==> src/rtl/uart_tx_sched.sv <==
// Round-robin scheduler sharing one 10-bit UART transmit shifter between
// NUM_REQ byte producers, with baud-rate bit_tick generation.
//
// Ports:
//   clk, reset   clock, asynchronous active-high reset
//   req_valid    per-requester byte request
//   req_data     requester i byte on bits [8i+7:8i]
//   req_ready    one-cycle accept pulse to the granted requester
//   tx_data      byte presented to the shifter
//   byte_ready   one-cycle load strobe to the shifter
//   bit_tick     one-cycle shift strobe, one per bit-time
//   busy         frame or inter-frame gap in progress
//   grant_id     index of the current/last granted requester
module uart_tx_sched #(
  parameter int NUM_REQ      = 4,
  parameter int CLKS_PER_BIT = 16,
  parameter int GAP_BITS     = 1
) (
  input  logic                       clk,
  input  logic                       reset,
  input  logic [NUM_REQ-1:0]         req_valid,
  input  logic [8*NUM_REQ-1:0]       req_data,
  output logic [NUM_REQ-1:0]         req_ready,
  output logic [7:0]                 tx_data,
  output logic                       byte_ready,
  output logic                       bit_tick,
  output logic                       busy,
  output logic [$clog2(NUM_REQ)-1:0] grant_id
);

  localparam int IW    = $clog2(NUM_REQ);
  localparam int CW    = $clog2(CLKS_PER_BIT);
  localparam int FRAME = 10 + GAP_BITS;
  localparam int BW    = $clog2(FRAME + 1);

  typedef enum logic [1:0] {
    IDLE,
    SEND,
    GAP
  } state_t;

  state_t state, state_n;

  logic [IW-1:0]      ptr, ptr_n;
  logic [CW-1:0]      baud, baud_n;
  logic [BW-1:0]      bcnt, bcnt_n;
  logic [NUM_REQ-1:0] rdy_n;
  logic [7:0]         txd_n;
  logic               br_n;
  logic               tick_n;
  logic               busy_n;
  logic [IW-1:0]      gid_n;

  logic [7:0]    bytes [NUM_REQ];
  logic          found;
  logic [IW-1:0] gnt;
  logic          arb;
  logic          last;

  always_comb begin
    for (int i = 0; i < NUM_REQ; i++) begin
      bytes[i] = req_data[8*i +: 8];
    end
  end

  // Search from ptr+1 upward with wrap; first valid index wins.
  always_comb begin
    int j;
    found = 1'b0;
    gnt   = '0;
    j     = 0;
    for (int i = 1; i <= NUM_REQ; i++) begin
      j = int'(ptr) + i;
      if (j >= NUM_REQ) begin
        j = j - NUM_REQ;
      end
      if (!found && req_valid[IW'(j)]) begin
        found = 1'b1;
        gnt   = IW'(j);
      end
    end
  end

  // The final tick of a frame (plus gap) doubles as the
  // arbitration slot, giving a (FRAME*C + 1)-cycle period.
  assign last = (state != IDLE) && bit_tick &&
                (bcnt == BW'(FRAME));

  always_comb begin
    state_n = state;
    ptr_n   = ptr;
    baud_n  = baud;
    bcnt_n  = bcnt;
    rdy_n   = '0;
    txd_n   = tx_data;
    br_n    = 1'b0;
    tick_n  = 1'b0;
    busy_n  = busy;
    gid_n   = grant_id;
    arb     = 1'b0;

    unique case (state)
      IDLE: begin
        busy_n = 1'b0;
        arb    = found;
      end
      SEND, GAP: begin
        if (baud == CW'(CLKS_PER_BIT - 1)) begin
          baud_n = '0;
          tick_n = 1'b1;
          bcnt_n = bcnt + 1'b1;
        end else begin
          baud_n = baud + 1'b1;
        end
        if (state == SEND && bit_tick &&
            bcnt == BW'(10)) begin
          state_n = GAP;
        end
        if (last) begin
          state_n = IDLE;
          busy_n  = 1'b0;
          baud_n  = '0;
          bcnt_n  = '0;
          arb     = found;
        end
      end
      default: begin
        state_n = IDLE;
        busy_n  = 1'b0;
      end
    endcase

    if (arb) begin
      state_n    = SEND;
      ptr_n      = gnt;
      baud_n     = '0;
      bcnt_n     = '0;
      rdy_n[gnt] = 1'b1;
      txd_n      = bytes[gnt];
      br_n       = 1'b1;
      busy_n     = 1'b1;
      gid_n      = gnt;
    end
  end

  always_ff @(posedge clk or posedge reset) begin
    if (reset) begin
      state      <= IDLE;
      ptr        <= IW'(NUM_REQ - 1);
      baud       <= '0;
      bcnt       <= '0;
      req_ready  <= '0;
      tx_data    <= 8'h00;
      byte_ready <= 1'b0;
      bit_tick   <= 1'b0;
      busy       <= 1'b0;
      grant_id   <= '0;
    end else begin
      state      <= state_n;
      ptr        <= ptr_n;
      baud       <= baud_n;
      bcnt       <= bcnt_n;
      req_ready  <= rdy_n;
      tx_data    <= txd_n;
      byte_ready <= br_n;
      bit_tick   <= tick_n;
      busy       <= busy_n;
      grant_id   <= gid_n;
    end
  end

endmodule

==> config.mk <==
export PLATFORM = sky130hd
export DESIGN_NAME = uart_tx_sched
export DESIGN_NICKNAME = d
export VERILOG_FILES = /design/src/rtl/uart_tx_sched.sv
export SDC_FILE = /design/constraint.sdc
export NUM_CORES = 1
export LEC_CHECK = 0
export CAP_MARGIN = 40
export CORE_ASPECT_RATIO = 0.6
export CORE_MARGIN = 2
export CORE_UTILIZATION = 49
export CTS_BUF_LIST = sky130_fd_sc_hd__clkbuf_4 sky130_fd_sc_hd__clkbuf_8 sky130_fd_sc_hd__clkbuf_16
export DETAILED_ROUTE_END_ITERATION = 16
export PLACE_DENSITY = 0.81
export SLEW_MARGIN = 25
export SYNTH_ARGS = -nofsm -noshare
export SYNTH_HDL_FRONTEND = slang
export SYNTH_SLANG_ARGS = --single-unit
==> constraint.sdc <==
create_clock -name clk -period 5.8 [get_ports clk]
set_clock_uncertainty 0.1 [all_clocks]
set_input_delay 0.87 -clock clk [delete_from_list [all_inputs] [get_ports clk]]
set_output_delay 0.87 -clock clk [all_outputs]
set_load 0.02 [all_outputs]
* Word level (Yosys, flattened, before mapping) *
Index checks and enable logic that the tools add are counted.

operators by class
  add/subtract/negate cells = 10
  magnitude comparators = 11
  equality and inequality tests = 8
  mux-type cells = 50
  bitwise gates (word level) = 1
  reductions and logical operators = 18

operators by type and width
  cell                                                         number
  2-to-1 mux 4 bit                                             9
  2-to-1 mux 2 bit                                             11
  2-to-1 mux 1 bit                                             20
  binary-select mux 8 bit (select 2 bit)                       1
  less-than comparator 2 x 4 -> 1 bit (second input constant)  4
  2-to-1 mux 8 bit                                             2
  == test 4 bit (second input constant)                        3
  >= comparator 3 bit (second input constant)                  4
  adder 4 x 1 -> 4 bit (second input constant)                 2
  binary-select mux 1 bit (select 2 bit)                       4
  logical AND 1 bit                                            8
  subtractor 2 x 1 -> 2 bit (second input constant)            4
  adder 2 x 2 -> 3 bit (second input constant)                 2
  adder 2 x 3 -> 4 bit (second input constant)                 1
  >= comparator 4 x 3 -> 1 bit (second input constant)         1
  inequality test 4 bit (second input constant)                1
  one-hot mux 2 bit (2 select lines)                           1
  AND reduction 2 bit                                          2
  nonzero test 2 bit                                           2
  adder 2 x 1 -> 3 bit (second input constant)                 1
  logical NOT 1 bit                                            3
  less-than comparator 2 x 3 -> 1 bit (second input constant)  1
  inequality test 3 bit (second input constant)                1
  inverter 2 -> 3 bit                                          1
  other kinds (9)                                              9

word-level totals
  register bits = 29
  input bits = 38
  logic and storage cells = 108

* Logic depth before layout (Yosys ltp) *
Gate-level depths: netlist of the first run.

  depth after elaboration = 21
  gate-level depth with buffers = 9

* Worst setup path after synthesis of the first run *
Ideal clock, no wire load.

  path type = input port to flip-flop
  from = input req_valid[3]
  to = register tx_data[0]
  library setup time = 94 ps
  arrival = 1955 ps
  data required time = 5606 ps
  path slack = 3651 ps
  stages = 7
  path buffers = 1
  cell sequence = nor2_4 a21oi_2 a31oi_4 inv_4 and2_4 buf_12 a221oi_2

between the ends
  longest elaborated chain between the ends = 17
  elaborated cells on any way between the ends = 32
  classes of those cells = mux (25); bitwise (1); reduce/logical (6)

ends and longest elaborated chain
  item                                                  line  text
  start, declared                                       21    input logic [NUM_REQ-1:0] req_valid,
  binary-select mux 1 bit (select 2 bit)                77    if (!found && req_valid[IW'(j)]) begin
  2-to-1 mux 1 bit (implied by the code) (2 in series)  77
  2-to-1 mux 1 bit                                      77
  logical NOT 1 bit                                     77
  logical AND 1 bit                                     77
  2-to-1 mux 1 bit                                      77
  logical NOT 1 bit                                     77
  logical AND 1 bit                                     77
  2-to-1 mux 1 bit                                      77
  logical NOT 1 bit                                     77
  logical AND 1 bit                                     77
  2-to-1 mux 2 bit                                      77
  inverter 2 -> 3 bit (implied by the code)             139   txd_n = bytes[gnt];
  binary-select mux 8 bit (select 2 bit)                139
  2-to-1 mux 8 bit (implied by the code) (2 in series)  139
  end signal, assigned                                  164   tx_data <= txd_n;
  end, declared                                         24    output logic [7:0] tx_data,

Parallel ways exist; a longest one is shown, timed or not. The select of a mux whose other input is x is not followed.
A chain may end at the register's enable or synchronous reset.

* Worst setup path after layout of the first run *
  from = input req_valid[1]
  to = register tx_data[7]

Same word-level chain as after synthesis.

==> results of run 1 <==
area by class of cell:
| class | count | area share [%] |
|---|---|---|
| inverter | 8 | 1.394 |
| multi-input combinational | 112 | 37.48 |
| clock inverter | 1 | 0.2145 |
| sequential | 29 | 31.21 |
| timing repair buffer | 54 | 23.16 |
| tap | 45 | 2.413 |
| clock buffer | 7 | 4.129 |
synthesized netlist by cell type (2+ instances only):
master and count:
nor3_1 2, nand4b_1 2, nor2_4 3, dfrtp_1 27
ha_1 6, a21o_1 2, nor2_1 18, nor2b_1 2
inv_1 7, a21oi_1 9, mux2i_1 18, and2_1 3
dfstp_2 2, o21ai_0 5, a22oi_1 2, and3_1 2
a221oi_2 7, nand2_1 9, mux2_2 2, buf_2 3
worst reg2reg max path: cells and delay by family, from the launching register on:
kind | cells | cell delay [ns]
flops | 1 | 0.41
simple gates | 1 | 0.28
fa+ha+maj | 1 | 0.24
buf+inv | 3 | 0.41
compound gates | 3 | 0.73
how the worst max path moves through the flow:
stage,end,slack [ns],depth (start not counted)
final,tx_data[7],3.06,6
after global routing,tx_data[2],2.87,6
after CTS,tx_data[7],3.04,6
after detailed placement,tx_data[7],2.75,6
after global placement,tx_data[1],2.86,6
after floorplan,tx_data[0],3.65,7
cells by family (layout without fill, tap and decap cells):
kind of cell               count (synthesis)  in the layout
AOI/OAI and AO/OA                         35             35
DFF                                       29             29
buffers and inverters                     14             70
muxes                                     20             20
adders and majority gates                  6              6
and+or+nand+nor                           50             50
xor gates and xnor gates                   1              1
flip-flops by register name (all words and copies together), names as in the netlist:
name	count
req_ready	4
bcnt	4
bit_tick	1
byte_ready	1
grant_id	2
tx_data	8
baud	4
busy	1
state	2
ptr	2
stage by stage:
stage          power (mW)  utilization, %  hold slack [ns]  cell area (um2)
6_report            1.072           71.07           0.4303             2333
5_1_grt             1.142           71.07           0.4561             2333
4_1_cts             1.076           71.07           0.4311             2333
3_5_place_dp       0.8870           67.99           0.4129             2232
3_3_place_gp       0.8644           67.99           0.3673             2232
2_1_floorplan      0.7125               -           0.3957             1689
report_power, final:
part           internal (mW)  total [mW]  switching, mW
Sequential             0.283       0.342         0.0586
Combinational          0.254       0.547          0.293
Clock                  0.107       0.182         0.0752
Total                  0.644        1.07          0.427
layer usage:
metal,share of wire (%),track usage [%]
met1,45,32.03
met2,48,34.31
met3,5.5,7.326
met4,0.85,5.650
met5,0,0
==> metrics.txt, run 1 <==
status finished clean; Avg WL per Cell 15.61 um; Starting Density 51.45%; top_reg_cell synth dfrtp_1; clk buf depth 2; Cell Pwr Density 459.2 nW/um2; Synth area leader dfrtp_1; Critical Path Max Stage Delay 0.62 ns; clock-pin slew on the worst setup and hold paths 0.06 ns; mean area per synthesized cell 10.90 um2; CTS tree built; gr ovfl total 0; number of max-cap violations 0; ant diodes 0; register area 728.2 um2; Core Area 3283 um2; CP Cell Sequence clkdlybuf4s50_1, nor2b_1, a21oi_1, o221a_2, mux2i_1, a221oi_2; Leak 1.029 nW; Hold Vio Cnt, Final 0; Worst EP arrival 2.82 ns; Clock Sinks 29; RR Startpoint state[0]; most frequent cells in the layout clkdlybuf4s50_1, dfrtp_1, nor2_1, mux2i_1; most common cell after layout, fill and taps aside clkdlybuf4s50_1; Worst setup EP type flop; RSZ-0062 raised after global routing no; IO Port Bufs 54; worst hold path type flop to flop; Syn Std Cell Area 1689 um2; die area 3948 um2; Synth warnings 0; Simple-Gate Fraction of Synth Area 16.30%; critical path fanouts, max 22; final worst path period need 2.743 ns; post-cts hold buffer count 0; DRT Wirelength 3.997 mm; Final Max Slew Viols 0; Reg2Reg Depth 8; VDD IR-drop max 0.0002664 V; DRT iter0 DRCs 65; Fillers 238; number of synthesized register bits 29; Syn Inst Count 155; worst reg2reg path endpoint tx_data[2]; worst-skew pair later-pin latency 0.28 ns; synthesis-to-finish area growth 38.15%; Post-synth EDFFs 0; DP Cell Count 248; multiplexer share of the synthesized area 12.00%; DP Worst Slack 2.748 ns; Non-Filler Instances 256; DRT Pass-1 Iters 4; hold endpoint grant_id[1]; Async S/R FF share, synth 100.0%; Critical Path Source req_valid[1]; sequential element share of the synthesized area 43.11%; via count 1366; setup ws final 3.057 ns; synth top area cells dfrtp_1, mux2i_1, a221oi_2, ha_1, nor2_1; first-pass GRT wire length 6.851 mm; width of the chip 79.80 um; flop2flop setup slack 3.49 ns; endpoints failing setup 0; height of the die 49.48 um; synthesized net count 199; Num CTS Buffers 5; fraction of the mapped netlist area in adder cells 4.444%; io pins 55; max_slew headroom 58.44%; critical path class input pin to flop; crit path buf inv count 1; H-tree Lvls 2; routability cong. 0.7746; Tcrit/Tclk final 47.29%; crit path max-delay cell type o221a_2; Required @ worst endpoint 5.88 ns; Final Net Count 254; hold path cells 1; XOR/XNOR share of the synthesized area 0.5185%; synth unique cells 44; largest family of logic cells by synthesized area compound AO/OA/AOI/OAI gates; Antenna Nets Post-Route 0; Final TNS setup 0 ns; Via density 5.336; Max Clk Rate 364.6 MHz; top-area cell type share of the netlist area 40.00%; Core Rows 16; Post-CTS Resized 0; Synth Area in Compound Gates 18.52%; Setup Buffers After CTS 0; area of the multi-input gates 874.6 um2; largest net degree at the start of global routing 30; layout cells sized above 1 14.22%; CP Launch Type input pin; GRT Total Usage 22.77%; DR DRC count 0; Root Driver clkbuf_8; hold path startpoint grant_id[1]; initial antenna violation count 0; worst-margin pin slew 0.6234 ns; Crit path max-delay family compound AO/OA/AOI/OAI gates; vias in the first global route 1435; detailed placer's ending HPWL 3.038 mm
(Power assumes the default switching activity.)
==> inputs of run 2 (changes only) <==
--- a/config.mk
+++ b/config.mk
@@ -8,10 +8,10 @@
 export CAP_MARGIN = 40
 export CORE_ASPECT_RATIO = 0.6
 export CORE_MARGIN = 2
-export CORE_UTILIZATION = 49
+export CORE_UTILIZATION = 46
 export CTS_BUF_LIST = sky130_fd_sc_hd__clkbuf_4 sky130_fd_sc_hd__clkbuf_8 sky130_fd_sc_hd__clkbuf_16
 export DETAILED_ROUTE_END_ITERATION = 16
-export PLACE_DENSITY = 0.81
+export PLACE_DENSITY = 0.77
 export SLEW_MARGIN = 25
 export SYNTH_ARGS = -nofsm -noshare
 export SYNTH_HDL_FRONTEND = slang
==> constraint.sdc (replaced) <==
create_clock -name clk -period 2.9 [get_ports clk]
set_clock_uncertainty 0.1 [all_clocks]
set_input_delay 0.435 -clock clk [delete_from_list [all_inputs] [get_ports clk]]
set_output_delay 0.435 -clock clk [all_outputs]
set_load 0.02 [all_outputs]
==> run 2 against run 1 <==
Count of clock-buffer cells in the layout up 1; die area up 6.1%; sequential share of layout area fell by 0.27 points; non-clock buffer count up 4; critical endpoint is now tx_data[6]; first-iteration DRC count decreased by 6.2%; worst setup slack worse by 2.4 ns; via count rose by 4.4%; hold slack got worse by 0.026 ns; global-route usage down 0.36 points; critical path depth did not move.
==> metrics.txt, run 2 (synthesized netlist as in run 1, its figures left out) <==
sw frac 39.75%; DP Area 2262 um2; Worst EP arrival 2.35 ns; clock power share 16.2%; worst-margin pin slew 0.5652 ns; Cell Pwr Density 912.0 nW/um2; Core Area 3383 um2; critical path fanouts, max 19; max_slew headroom 62.32%; via count 1426; largest net degree at the start of global routing 30; Core Rows 16; clk buf depth 2; ant diodes 0; vias in the first global route 1442; gr ovfl total 0; max FFs per register 8; initial antenna violation count 0; DRT Pass-1 Iters 4; VDD IR-drop max 0.0005074 V; Root Driver clkbuf_8; detailed placer's ending HPWL 3.166 mm; Hold Worst Slack 0.4047 ns; synthesis-to-finish area growth 39.33%; Fillers 243; Clock Sinks 29; CP Launch Type input pin; H-tree Lvls 2; first-pass GRT wire length 6.851 mm; status finished clean; Required @ worst endpoint 2.98 ns; IO Port Bufs 54; Worst setup EP type flop; height of the die 50.94 um; post-route cell area 2354 um2; fin util 69.56%; Final Net Count 258; layout cells sized above 1 15.35%; Setup Buffers After CTS 0; width of the chip 82.23 um; Tcrit/Tclk final 78.04%; CTS tree built; worst-skew pair later-pin latency 0.28 ns; Flop pwr share 31.7%; Post-CTS Resized 0; Avg WL per Cell 15.96 um; DR DRC count 0; Final TNS setup 0 ns; routability cong. 0.8062; worst hold path type flop to flop; die area 4189 um2; Num CTS Buffers 5; Antenna Nets Post-Route 0; Leak 1.045 nW; combinational share of power 52.1%; DRT Wirelength 4.149 mm; RSZ-0062 raised after global routing no; Starting Density 49.93%; Max Clk Rate 441.8 MHz; GRT Total Usage 22.40%; Cell Int Power 1.293 mW; Hold Vio Cnt, Final 0; post-cts hold buffer count 0; DRT iter0 DRCs 61; critical path class input pin to flop; Most flops, register tx_data; final worst path period need 2.263 ns; Final Max Slew Viols 0; endpoints failing setup 0; clock-pin slew on the worst setup and hold paths 0.06 ns; number of max-cap violations 0; Via density 5.485; most frequent cells in the layout clkdlybuf4s50_1, dfrtp_1, nor2_1, mux2i_1; io pins 55; most common cell after layout, fill and taps aside clkdlybuf4s50_1; switching power 0.8532 mW
-- run 2: worst paths after layout --
kind                       depth (start not counted)  slack, ns           to          from
max                                                6       0.64   tx_data[6]  req_valid[0]
min                                                1       0.40  grant_id[1]   grant_id[1]
max reg2reg                                        6       0.74   tx_data[2]      state[0]
min reg2reg                                        1       0.40  grant_id[1]   grant_id[1]
max in group asynchronous                          3       1.95       ptr[0]         reset
min in group asynchronous                          3       0.44   byte_ready         reset
-- run 2: critical path, cell delays in order --
cell	delay (ns)
clkdlybuf4s50_1	0.58
nand2_1	0.09
a21oi_1	0.15
o221a_2	0.58
mux2i_1	0.19
a221oi_2	0.31
-- run 2: final cells by class --
type / count / area, um2 / share of cell area [%]
Clock buffer: 8 / 91.34 / 3.881
Multi-Input combinational cell: 112 / 874.6 / 37.16
Sequential cell: 29 / 728.2 / 30.94
Inverter: 8 / 32.53 / 1.382
Timing Repair Buffer: 58 / 570.5 / 24.24
Tap cell: 45 / 56.30 / 2.392
-- run 2: through the flow --
stage          total power, mW  setup WS [ns]  instances
6_report                 2.146         0.6368        260
3_3_place_gp             1.758         0.4592        252
5_1_grt                  2.291         0.4496        260
4_1_cts                  2.161         0.6131        260
2_1_floorplan            1.425         0.9871        155
3_5_place_dp             1.805         0.3069        252
-- run 2: power groups by stage --
| stage | clock [mW] | sequential [mW] | combinational [mW] |
|---|---|---|---|
| finish | 0.348 | 0.680 | 1.12 |
| global route | 0.374 | 0.700 | 1.22 |
| CTS | 0.354 | 0.680 | 1.13 |
| detailed placement | 0 | 0.682 | 1.12 |
| global placement | 0 | 0.674 | 1.08 |
| floorplan | 0 | 0.768 | 0.657 |
-- run 2: metal layers --
metal,track usage (%),part of all wire [%]
met1,29.81,44
met2,33.20,48
met3,7.951,6.6
met4,8.889,1.4
met5,0,0
==> inputs of run 3 (changes only) <==
==> constraint.sdc (replaced) <==
create_clock -name clk -period 2.1 [get_ports clk]
set_clock_uncertainty 0.1 [all_clocks]
set_input_delay 0.315 -clock clk [delete_from_list [all_inputs] [get_ports clk]]
set_output_delay 0.315 -clock clk [all_outputs]
set_load 0.02 [all_outputs]
==> run 3 against run 2 <==
Global-route usage fell by 0.57 points; final cell count rose by 3.8%; die area did not move.
==> metrics.txt, run 3 (synthesized netlist as in run 1, its figures left out) <==
VDD IR-drop max 0.0007353 V; most common cell after layout, fill and taps aside clkdlybuf4s50_1; max_slew headroom 74.15%; Critical Path Max Stage Delay 0.41 ns; Clock Sinks 29; Num CTS Buffers 5; height of the die 50.94 um; Setup Buffers After CTS 0; H-tree Lvls 2; post-route cell area 2466 um2; most frequent CP cell inv_1; clock-pin slew on the worst setup and hold paths 0.06 ns; critical path fanouts, max 13; io pins 55; status finished clean; vias in the first global route 1484; die area 4189 um2; IO Port Bufs 54; critical path class flop to flop; first-pass GRT wire length 6.865 mm; Tot Pwr 3.118 mW; width of the chip 82.23 um; crit path max-delay cell type dfrtp_1; Cell Pwr Density 1264 nW/um2; DRT Pass-1 Iters 4; DR DRC count 0; Leak 1.105 nW; Max Clk Rate 509.4 MHz; worst-skew pair later-pin latency 0.27 ns; DP Cell Count 262; Core Area 3383 um2; GRT Total Usage 21.83%; synthesis-to-finish area growth 46.00%; initial antenna violation count 0; Tcrit/Tclk final 93.49%; most frequent cells in the layout clkdlybuf4s50_1, dfrtp_1, nor2_1, mux2i_1, buf_4; worst hold path type input pin to asynchronous set/reset pin; ant diodes 0; endpoints failing setup 0; clk buf depth 2; detailed placer's ending HPWL 3.118 mm; number of max-cap violations 0; post-cts hold buffer count 0; max FFs per register 8; Worst setup EP type flop; Core Rows 16; via count 1428; CP Launch Type flop; Root Driver clkbuf_8; Avg WL per Cell 14.85 um; gr ovfl total 0; worst-margin pin slew 0.3864 ns; CP Cell Sequence inv_1, ha_2, inv_1, a211oi_4, a31oi_4, inv_4, buf_4, nor2_1, a221oi_1; Antenna Nets Post-Route 0; Required @ worst endpoint 2.17 ns; Final Net Count 268; layout cells sized above 1 19.56%; CTS tree built; Starting Density 49.93%; fin util 72.89%; Worst EP arrival 2.04 ns; Hold Vio Cnt, Final 0; Post-CTS Resized 0; DRT iter0 DRCs 33; largest net degree at the start of global routing 30; Most flops, register tx_data; DRT Wirelength 4.009 mm; final worst path period need 1.963 ns; Final Max Slew Viols 0; DP Area 2362 um2; Final TNS setup 0 ns; RSZ-0062 raised after global routing no; Non-Filler Instances 270; routability cong. 0.8441; Via density 5.289
-- run 3: layout make-up --
type	count	area (um2)
fillers	228	917.1
multi-input cells	112	877.1
flip-flops and latches	29	728.2
repair buffers	68	670.6
clock buffers	7	96.34
well taps	45	56.30
inverters	8	32.53
clock inverters	1	5.005
-- run 3: path summary, 6_finish.rpt --
path | slack (ns) | cells after the start | start | end
setup / recovery | 0.14 | 9 | state[0] | tx_data[2]
hold / removal | 0.32 | 3 | reset | baud[0]
setup reg to reg | 0.14 | 9 | state[0] | tx_data[2]
hold reg to reg | 0.41 | 1 | grant_id[1] | grant_id[1]
max in group asynchronous | 1.27 | 3 | reset | ptr[1]
min in group clk | 0.41 | 1 | grant_id[1] | grant_id[1]
-- run 3: per-layer routing --
| layer | part of all wire, % | vias up | global-route usage [%] |
|---|---|---|---|
| met1 | 46 | 680 | 29.53 |
| met3 | 6.0 | 4 | 5.654 |
| li1 | - | 698 | - |
| met2 | 47 | 46 | 34.27 |
| met4 | 0.82 | 0 | 6.667 |
| met5 | 0 | - | 0 |
-- run 3: power breakdown --
group          switching [mW]  internal [mW]
combinational           0.836          0.859
clock                   0.201          0.296
sequential              0.144          0.782
-- run 3: worst max-delay path: cells and delay by family, from the launching register on --
kind / cells / cell delay (ns)
AOI/OAI and AO/OA: 3 / 0.57
adders and majority gates: 1 / 0.22
buffers and inverters: 4 / 0.48
DFF: 1 / 0.41
and+or+nand+nor: 1 / 0.06
-- run 3: stage by stage --
| stage | hold WS (ns) | setup WS [ns] |
|---|---|---|
| 2_1_floorplan | 0.2916 | 0.1871 |
| 3_3_place_gp | 0.3687 | -0.01939 |
| 3_5_place_dp | 0.4020 | -0.06487 |
| 4_1_cts | 0.3272 | 0.09947 |
| 5_1_grt | 0.3727 | 0.008398 |
| 6_report | 0.3169 | 0.1368 |
